[src/rtl/tetris_pkg.sv]
// Shared constants for the drop-tick scheduler: FSM encodings, default
// periods and the level-to-period mapping.
package tetris_pkg;

   localparam logic [1:0] ST_IDLE  = 2'b00;
   localparam logic [1:0] ST_RUN   = 2'b01;
   localparam logic [1:0] ST_PAUSE = 2'b10;

   localparam int          DEF_PIX_DIV     = 4;
   localparam logic [19:0] DEF_BASE_PERIOD = 20'd750000;
   localparam logic [19:0] DEF_STEP        = 20'd50000;
   localparam logic [19:0] DEF_MIN_PERIOD  = 20'd50000;
   localparam logic [19:0] DEF_SOFT_PERIOD = 20'd25000;

   // max(min_p, base - lvl*step) in 24 bits; a would-be negative result
   // clamps to min_p instead of wrapping.
   function automatic logic [23:0] level_period(input logic [3:0]  lvl,
                                                input logic [19:0] base,
                                                input logic [19:0] step,
                                                input logic [19:0] min_p);
      logic [23:0] v_dec;
      logic [23:0] v_base;
      logic [23:0] v_min;
      logic [23:0] v_res;
      v_dec  = {20'd0, lvl} * {4'd0, step};
      v_base = {4'd0, base};
      v_min  = {4'd0, min_p};
      if (v_dec >= v_base) v_res = v_min;
      else                 v_res = v_base - v_dec;
      if (v_res < v_min)   v_res = v_min;
      return v_res;
   endfunction

endpackage

[src/rtl/pix_en_gen.sv]
// Pixel-enable generator: registered one-cycle pulse every PIX_DIV clocks,
// high exactly while the divider count sits at PIX_DIV-1.
module pix_en_gen #(
   parameter int PIX_DIV = 4
) (
   input  logic i_clk,
   input  logic i_rst,
   output logic o_pix_en
);

   localparam int CW = (PIX_DIV > 1) ? $clog2(PIX_DIV) : 1;
   localparam logic [CW-1:0] LAST = CW'(PIX_DIV - 1);

   logic [CW-1:0] r_pix_cnt;
   logic [CW-1:0] w_cnt_nxt;
   logic          r_pix_en;

   assign w_cnt_nxt = (r_pix_cnt == LAST) ? '0 : r_pix_cnt + 1'b1;
   assign o_pix_en  = r_pix_en;

   // Divider counter; the pulse is registered from the next count so it
   // lines up with pix_cnt == PIX_DIV-1.
   always_ff @(posedge i_clk) begin
      if (i_rst) begin
         r_pix_cnt <= '0;
         r_pix_en  <= 1'b0;
      end else begin
         r_pix_cnt <= w_cnt_nxt;
         r_pix_en  <= (w_cnt_nxt == LAST);
      end
   end

endmodule

[src/rtl/tick_sched_module.sv]
// Drop-tick scheduler: IDLE/RUN/PAUSE FSM plus a pix_en-paced drop counter
// whose period follows the latched level or the soft-drop override.
module tick_sched_module
   import tetris_pkg::*;
#(
   parameter int          PIX_DIV     = DEF_PIX_DIV,
   parameter logic [19:0] BASE_PERIOD = DEF_BASE_PERIOD,
   parameter logic [19:0] STEP        = DEF_STEP,
   parameter logic [19:0] MIN_PERIOD  = DEF_MIN_PERIOD,
   parameter logic [19:0] SOFT_PERIOD = DEF_SOFT_PERIOD
) (
   input  logic       clk_in,
   input  logic       rst_in,
   input  logic       start,
   input  logic       pause_req,
   input  logic       resume_req,
   input  logic [3:0] level,
   input  logic       level_load,
   input  logic       soft_drop,
   output logic       pix_en,
   output logic       drop_tick,
   output logic [1:0] state
);

   logic        w_pix_en;
   logic [1:0]  r_state;
   logic [1:0]  w_state_nxt;
   logic [3:0]  r_level;
   logic [19:0] r_drop_cnt;
   logic        r_drop_tick;
   logic [23:0] w_cur_period;
   logic        w_at_end;

   pix_en_gen #(.PIX_DIV(PIX_DIV)) u_pix_en_gen (
      .i_clk    (clk_in),
      .i_rst    (rst_in),
      .o_pix_en (w_pix_en)
   );

   assign pix_en    = w_pix_en;
   assign drop_tick = r_drop_tick;
   assign state     = r_state;

   // Period is re-evaluated every cycle, so level/soft-drop changes apply
   // on the very next pix_en without touching the counter.
   always_comb begin
      w_cur_period = level_period(r_level, BASE_PERIOD, STEP, MIN_PERIOD);
      if (soft_drop) w_cur_period = {4'd0, SOFT_PERIOD};
   end

   // ">= period-1" written as "+1 >= period" to avoid underflow; this also
   // fires immediately when a shorter period leaves the count overshot.
   assign w_at_end = (({4'd0, r_drop_cnt} + 24'd1) >= w_cur_period);

   // Next-state logic; pause wins when pause and resume arrive together.
   always_comb begin
      w_state_nxt = r_state;
      case (r_state)
         ST_IDLE:  if (start)                    w_state_nxt = ST_RUN;
         ST_RUN:   if (pause_req)                w_state_nxt = ST_PAUSE;
         ST_PAUSE: if (resume_req && !pause_req) w_state_nxt = ST_RUN;
         default:                                w_state_nxt = ST_IDLE;
      endcase
   end

   // State and level registers.
   always_ff @(posedge clk_in) begin
      if (rst_in) begin
         r_state <= ST_IDLE;
         r_level <= 4'd0;
      end else begin
         r_state <= w_state_nxt;
         if (level_load) r_level <= level;
      end
   end

   // Drop counter: counts pix_en only in RUN, frozen in PAUSE, zero in IDLE
   // (so entering RUN from IDLE always starts from 0). The tick is set by
   // the current state, so a tick earned on the pause edge still appears.
   always_ff @(posedge clk_in) begin
      if (rst_in) begin
         r_drop_cnt  <= 20'd0;
         r_drop_tick <= 1'b0;
      end else begin
         r_drop_tick <= 1'b0;
         case (r_state)
            ST_RUN: begin
               if (w_pix_en) begin
                  if (w_at_end) begin
                     r_drop_cnt  <= 20'd0;
                     r_drop_tick <= 1'b1;
                  end else begin
                     r_drop_cnt  <= r_drop_cnt + 20'd1;
                  end
               end
            end
            ST_PAUSE: r_drop_cnt <= r_drop_cnt;
            default:  r_drop_cnt <= 20'd0;
         endcase
      end
   end

endmodule

[config.mk]
export PLATFORM = sky130hd
export DESIGN_NAME = tick_sched_module
export DESIGN_NICKNAME = d
export VERILOG_FILES = /design/src/rtl/tetris_pkg.sv /design/src/rtl/pix_en_gen.sv /design/src/rtl/tick_sched_module.sv
export SDC_FILE = /design/constraint.sdc
export NUM_CORES = 1
export LEC_CHECK = 0
export CAP_MARGIN = 30
export CORE_UTILIZATION = 46
export CTS_CLUSTER_DIAMETER = 30
export DETAILED_ROUTE_END_ITERATION = 6
export PLACE_DENSITY = 0.72
export SYNTH_ARGS = -nofsm -noshare
export SYNTH_HDL_FRONTEND = slang
export SYNTH_SLANG_ARGS = --single-unit
[constraint.sdc]
create_clock -name clk_in -period 9 [get_ports clk_in]
set_input_delay 0.9 -clock clk_in [delete_from_list [all_inputs] [get_ports clk_in]]
set_output_delay 0.9 -clock clk_in [all_outputs]
set_load 0.02 [all_outputs]
==> results.cfg, run 1 <==
[floorplanning]
die-area_um2 = 7640
ioPinCount = 15
rows = 30
coreArea_um2 = 6910
start_util_pct = 48.6
die_w_um = 87.4
die_y_um = 87.4

[clock_tree]
htreeDepth = 2
cts_buffers = 5
cts_tree = yes
clkTransAtPathRegs_ns = 0.07
cts-root-buf = clkbuf_8
hold_buffers = 0
cts_resized = 0
cts_setup_buffers = 0
ctsLongestPathBuffers = 2
clock_sinks = 30
clk-insertion-delay-late_ns = 0.28

[logic_synthesis]
synthCells = 436
synth.distinct_cells = 62
synth_nets = 488
synthArstFlopShare_pct = 0
seq_area_frac_synth_pct = 17.9
synth_seq_cells = 30
ys_warn_count = 0
ys.flop_type = dfxtp_1
synthesis.area_um2 = 3350
synth-edff-count = 0
syn_area_per_cell_um2 = 7.69

[sta]
final-max-slew-violation-count = 0
worst_slew_pin_slew_ns = 0.846
rsz0062_at_grt = no
fin_crit_sh_pct = 70.6
setup_viol = 0
max_freq_ghz = 0.157
finalHoldWorstSlack_ns = 0.459
skew_ns = 0.00241
period_needed_ns = 6.35
finalSetupTns_ns = 0
hold_violations = 0
timing.slew.headroom_pct = 43.4

[placed_design]
routabilityCongestion = 0.834
io_buffers = 14
dp_hpwl_mm = 6.17

[detailed_routing]
postRouteAntennaNets = 0
drt_iter0_drc = 162
vias_per_cell = 5.77
dr.pass1.iters = 4
wl_mm = 7.86
vias = 3122
drc = 0
wire_per_inst_um = 14.5

[status]
status = complete, no violations

[setup_path]
endpoint_kind = flip-flop
cp.required_ns = 9.16
crit_fanout = 20
worstSetupPathType = reg -> reg
start_kind = flip-flop
crit_arrival_ns = 6.51
reg2reg_slack_ns = 2.65

[grt]
grtUsageTotal_pct = 21.2
antenna_found_initial = 0
grt_pass1_vias = 2776
grt-ovfl-total = 0
grt_pass1_wl_mm = 13.0
grt_max_degree = 21

[run]
maxCapViolations = 0

[power]
ir_drop_mv = 0.0886
p_leak_nw = 1.48
p_per_area_nw_per_um2 = 109
power_uw = 400

[cells_and_area]
syn_to_final_growth_pct = 9.21
final_util_pct = 53.0
final_cell_mix = 48 x nand2_1, 41 x ha_1, 30 x nor2_1, 30 x dfxtp_1, 28 x inv_1
n_antenna_cell = 0
drive_gt1_share_pct = 5.39
nets = 496
final_common_cell = nand2_1

[hold_path]
hold_class = reg -> reg
## sequential cells by signal (all words and copies together) (netlist names)
| signal | cells |
|---|---|
| drop_tick | 1 |
| r_drop_cnt | 20 |
| r_level | 4 |
| state | 2 |
| u_pix_en_gen.o_pix_en | 1 |
| u_pix_en_gen.r_pix_cnt | 2 |
## kinds of logic (layout without fill, tap and decap cells)
| logic type | after synthesis | in the layout | share of synthesized area [%] |
|---|---|---|---|
| mux | 6 | 6 | 1.79 |
| buf+inv | 43 | 52 | 5.30 |
| compound gates | 116 | 116 | 25.1 |
| flops | 30 | 30 | 17.9 |
| fa+ha+maj | 41 | 41 | 15.3 |
| simple gates | 165 | 165 | 25.3 |
| xor+xnor | 35 | 35 | 9.36 |
## worst paths after layout
kind                             startpoint                         to  cells after the start
setup / recovery                 r_level[1]             r_drop_cnt[10]                     22
hold / removal    u_pix_en_gen.r_pix_cnt[0]  u_pix_en_gen.r_pix_cnt[0]                      1
hold reg to reg   u_pix_en_gen.r_pix_cnt[0]  u_pix_en_gen.r_pix_cnt[0]                      1
setup reg to reg                 r_level[1]             r_drop_cnt[10]                     22
## power breakdown
part	total [mW]	switching, mW	internal, mW
Clock	0.136	0.0549	0.0814
Sequential	0.140	0.00445	0.136
Combinational	0.123	0.0711	0.0520
Total	0.400	0.130	0.269
## metal layers
metal	part of all wire, %	track usage, %
met4	1.1	4.92
met3	3.1	2.84
met1	51	30.3
met5	0	0
met2	45	33.5
## stage by stage
stage / area, um^2 / setup slack (ns) / cells
finish: 3660 / 2.65 / 541
global route: 3660 / 2.21 / 541
CTS: 3660 / 2.77 / 541
detailed placement: 3550 / 2.91 / 533
global placement: 3550 / 3.07 / 532
floorplan: 3350 / 3.51 / 436
## synthesized netlist by cell type (all sizes together), types with 3 or more instances
| master | instances | share of area, % |
|---|---|---|
| nand2 | 48 | 5.4 |
| ha | 41 | 15 |
| dfxtp | 30 | 18 |
| nor2 | 30 | 3.4 |
| inv | 28 | 3.1 |
| o21ai | 23 | 3.4 |
| xnor2 | 23 | 6.0 |
| nand3 | 18 | 2.7 |
| a21oi | 15 | 2.2 |
| o31ai | 14 | 3.5 |
| xor2 | 12 | 3.4 |
| nor3 | 10 | 1.5 |
| a21o | 9 | 2.0 |
| a31oi | 9 | 1.9 |
| and2 | 9 | 1.8 |
| buf | 9 | 1.5 |
| o22ai | 9 | 1.7 |
| nand2b | 8 | 1.5 |
| nand4 | 8 | 1.5 |
| and4 | 6 | 1.6 |
| clkbuf | 6 | 0.67 |
| mux2i | 6 | 1.8 |
| a211o | 5 | 1.3 |
| a211oi | 5 | 1.4 |
| and3 | 5 | 0.93 |
| nor2b | 5 | 0.93 |
| or2 | 4 | 0.82 |
| a41oi | 3 | 0.78 |
| nor4 | 3 | 0.75 |
| o2111ai | 3 | 0.78 |
| o41ai | 3 | 0.78 |
## critical path, stage by stage (launching register included)
cell and delay, ns:
dfxtp_1 0.40, ha_1 0.25, xor2_1 0.15, ha_1 0.19
a21o_1 0.15, ha_1 0.40, a311o_1 0.39, a31oi_1 0.27
xnor2_1 0.27, nand4b_1 0.41, and2_1 0.35, o211a_2 0.16
a211o_1 0.37, o21a_1 0.22, ha_1 0.29, nand4_1 0.10
nor4_1 0.36, o41ai_1 0.13, a31oi_1 0.64, nor3_1 0.11
a31oi_1 0.20, buf_4 0.29, o22ai_1 0.12
## final cells by class
cell class	count	area, um^2
Fill cell	679	3240
Multi-Input combinational cell	363	2580
Sequential cell	30	601
Timing Repair Buffer	16	153
Tap cell	96	120
Inverter	28	105
Clock buffer	5	68.8
Clock inverter	3	40.0
Power figures use the tool's default switching activity.
==> inputs of run 2 (changes only) <==
- PLACE_DENSITY: 0.72 -> 0.75
- clock period: 9 -> 5.35 ns (I/O delays scaled with it)
==> run 2 against run 1 <==
Worst hold slack better by 0.023 ns. Largest cell class unchanged. Utilization up 11 points. Total power up 78%. First-iteration DRC count up 49%. Die area unchanged. Sequential power up 68%. Critical endpoint unchanged. Final cell count up 7.9%. Highest routed layer unchanged. Global-route usage up 1.0 points. Clock power up 40%. Combinational power up 130%. Sequential share of layout area down 2.8 points.
==> results.cfg, run 2 (synthesis gave the netlist of run 1 again) <==
[status]
status = complete, no violations

[floorplanning]
die_y_um = 87.4
die_w_um = 87.4
ioPinCount = 15
die-area_um2 = 7640
coreArea_um2 = 6910
start_util_pct = 48.6
rows = 30

[cells_and_area]
largest_register_ffs = 20
nets = 539
reg.largest.list = r_drop_cnt: 20 flops, r_level: 4 flops
n_antenna_cell = 0
stdcell_count = 584
final_cell_mix = 47 x nand2_1, 34 x buf_4, 32 x ha_1
top_register = r_drop_cnt
final_common_cell = nand2_1
nFillCells = 573
drive_gt1_share_pct = 25.2
syn_to_final_growth_pct = 32.6

[detailed_routing]
postRouteAntennaNets = 0
wl_mm = 9.46
drc = 0
dr.pass1.iters = 5
vias_per_cell = 6.01
drt_iter0_drc = 241
wire_per_inst_um = 16.2
vias = 3509

[setup_path]
start_kind = flip-flop
cp.required_ns = 5.51
crit_fanout = 7
reg2reg_slack_ns = 0.05
reg2reg_from = r_level[1]
ff2ff_path_depth = 24
crit_arrival_ns = 5.45
worstSetupPathType = reg -> reg
rr_endpoint = r_drop_cnt[10]
endpoint_kind = flip-flop

[sta]
finalHoldWorstSlack_ns = 0.482
max_freq_ghz = 0.189
hold_violations = 0
final-max-slew-violation-count = 0
worst_slew_pin_slew_ns = 0.871
skew_ns = 0.00346
rsz0062_at_grt = yes
fin_crit_sh_pct = 99.0
timing.slew.headroom_pct = 41.7
setup_viol = 0
period_needed_ns = 5.30

[power]
p_leak_nw = 1.78
p_int_uw = 465
p_per_area_nw_per_um2 = 160
power_uw = 711
p_seq_share_pct = 33.0
ir_drop_mv = 0.104
p_comb_share_pct = 40.3
pwr-share-clk_pct = 26.7
netSwitchingPower_uw = 246
netSwitchingFraction_pct = 34.6

[grt]
grt-ovfl-total = 0
antenna_found_initial = 0
grt_use_met2_pct = 37.4
grtUsageTotal_pct = 22.2
grt_max_degree = 21
use_met3_pct = 2.75
grt_pass1_wl_mm = 13.6
top_usage_layer = met2
grt_util_met1_pct = 29.2
grt_pass1_vias = 3022

[hold_path]
hp-start = u_pix_en_gen.r_pix_cnt[0]
hold_end = u_pix_en_gen.r_pix_cnt[0]
min_path_cells = 1
hold_class = reg -> reg

[placed_design]
dp_hpwl_mm = 6.46
routabilityCongestion = 0.924
io_buffers = 14
dp_cells = 557

[clock_tree]
cts_tree = yes
htreeDepth = 2
cts_buffers = 5
clkTransAtPathRegs_ns = 0.06
clk-insertion-delay-late_ns = 0.28
cts-root-buf = clkbuf_8
ctsLongestPathBuffers = 2
clock_sinks = 30

[run]
maxCapViolations = 0
[run 2: changes by cell type in the layout (fill, tap and decap cells not counted), moves of 5 or more]
cell,change
buf_4,+33
buf_6,+6
ha_1,-9
ha_4,+7
o21ai_1,-9
o21ai_2,+11
o22ai_1,-5
o22ai_2,+5
[run 2: routing by layer]
layer  wire length (um)  vias up
li1                   -     1698
met1               4090     1689
met2               4810      100
met3                357       22
met4                208        0
met5                  0        -
[run 2: per-stage QoR]
step	utilization (%)	area, um^2	worst slack, ns	TNS, ns
after floorplan	-	3360	0.00198	0
after global placement	54.3	3750	0.0946	0
after detailed placement	54.3	3750	-0.111	-1.46
after CTS	57.1	3950	0.00141	0
after global routing	64.4	4450	-0.134	-1.72
final	64.4	4450	0.0546	0
[run 2: critical path: stages, from the launching register on]
cell       delay (ns)
dfxtp_4          0.37
ha_4             0.16
xor2_1           0.14
ha_2             0.17
a21o_1           0.18
ha_4             0.29
nand4_1          0.13
a211o_1          0.37
a21o_1           0.23
and2_4           0.19
or4_4            0.49
o211a_4          0.17
a211o_1          0.27
buf_6            0.16
o211ai_1         0.20
ha_1             0.19
nand4_1          0.12
nor4_2           0.32
o41ai_2          0.13
a31oi_2          0.26
nor3_2           0.09
a31oi_2          0.18
buf_4            0.16
clkbuf_16        0.14
o22ai_2          0.07
[run 2: how the worst max path moves through the flow]
stage,from,end,cells past startpoint
floorplan,r_level[1],r_drop_cnt[10],24
global placement,r_level[1],r_drop_cnt[17],23
detailed placement,r_level[1],r_drop_cnt[10],23
CTS,r_level[3],r_drop_cnt[10],23
global route,r_level[3],r_drop_cnt[10],23
finish,r_level[1],r_drop_cnt[10],24
[run 2: timing repair]
item                                   in CTS  in global routing
resized for setup                          10                 74
hold buffers                                0                  0
buffers inserted                            3                 12
endpoints found under the hold margin       0                  0
setup endpoints to repair                  20                 21
cloned                                      1                  3
pin swaps                                   6                 36
[run 2: power by group through the flow]
stage	sequential (mW)	clock, mW	combinational (mW)
3_5_place_dp	0.239	0	0.225
4_1_cts	0.234	0.196	0.234
2_1_floorplan	0.240	0	0.162
6_report	0.235	0.190	0.287
5_1_grt	0.235	0.205	0.311
3_3_place_gp	0.238	0	0.220
[run 2: layout make-up]
cell class | count | area (um^2) | share of cell area, %
multi-input cells | 363 | 2990 | 67.2
clock inverters | 1 | 5.00 | 0.112
flip-flops and latches | 30 | 607 | 13.6
inverters | 28 | 105 | 2.36
well taps | 96 | 120 | 2.70
clock buffers | 7 | 86.3 | 1.94
repair buffers | 59 | 538 | 12.1
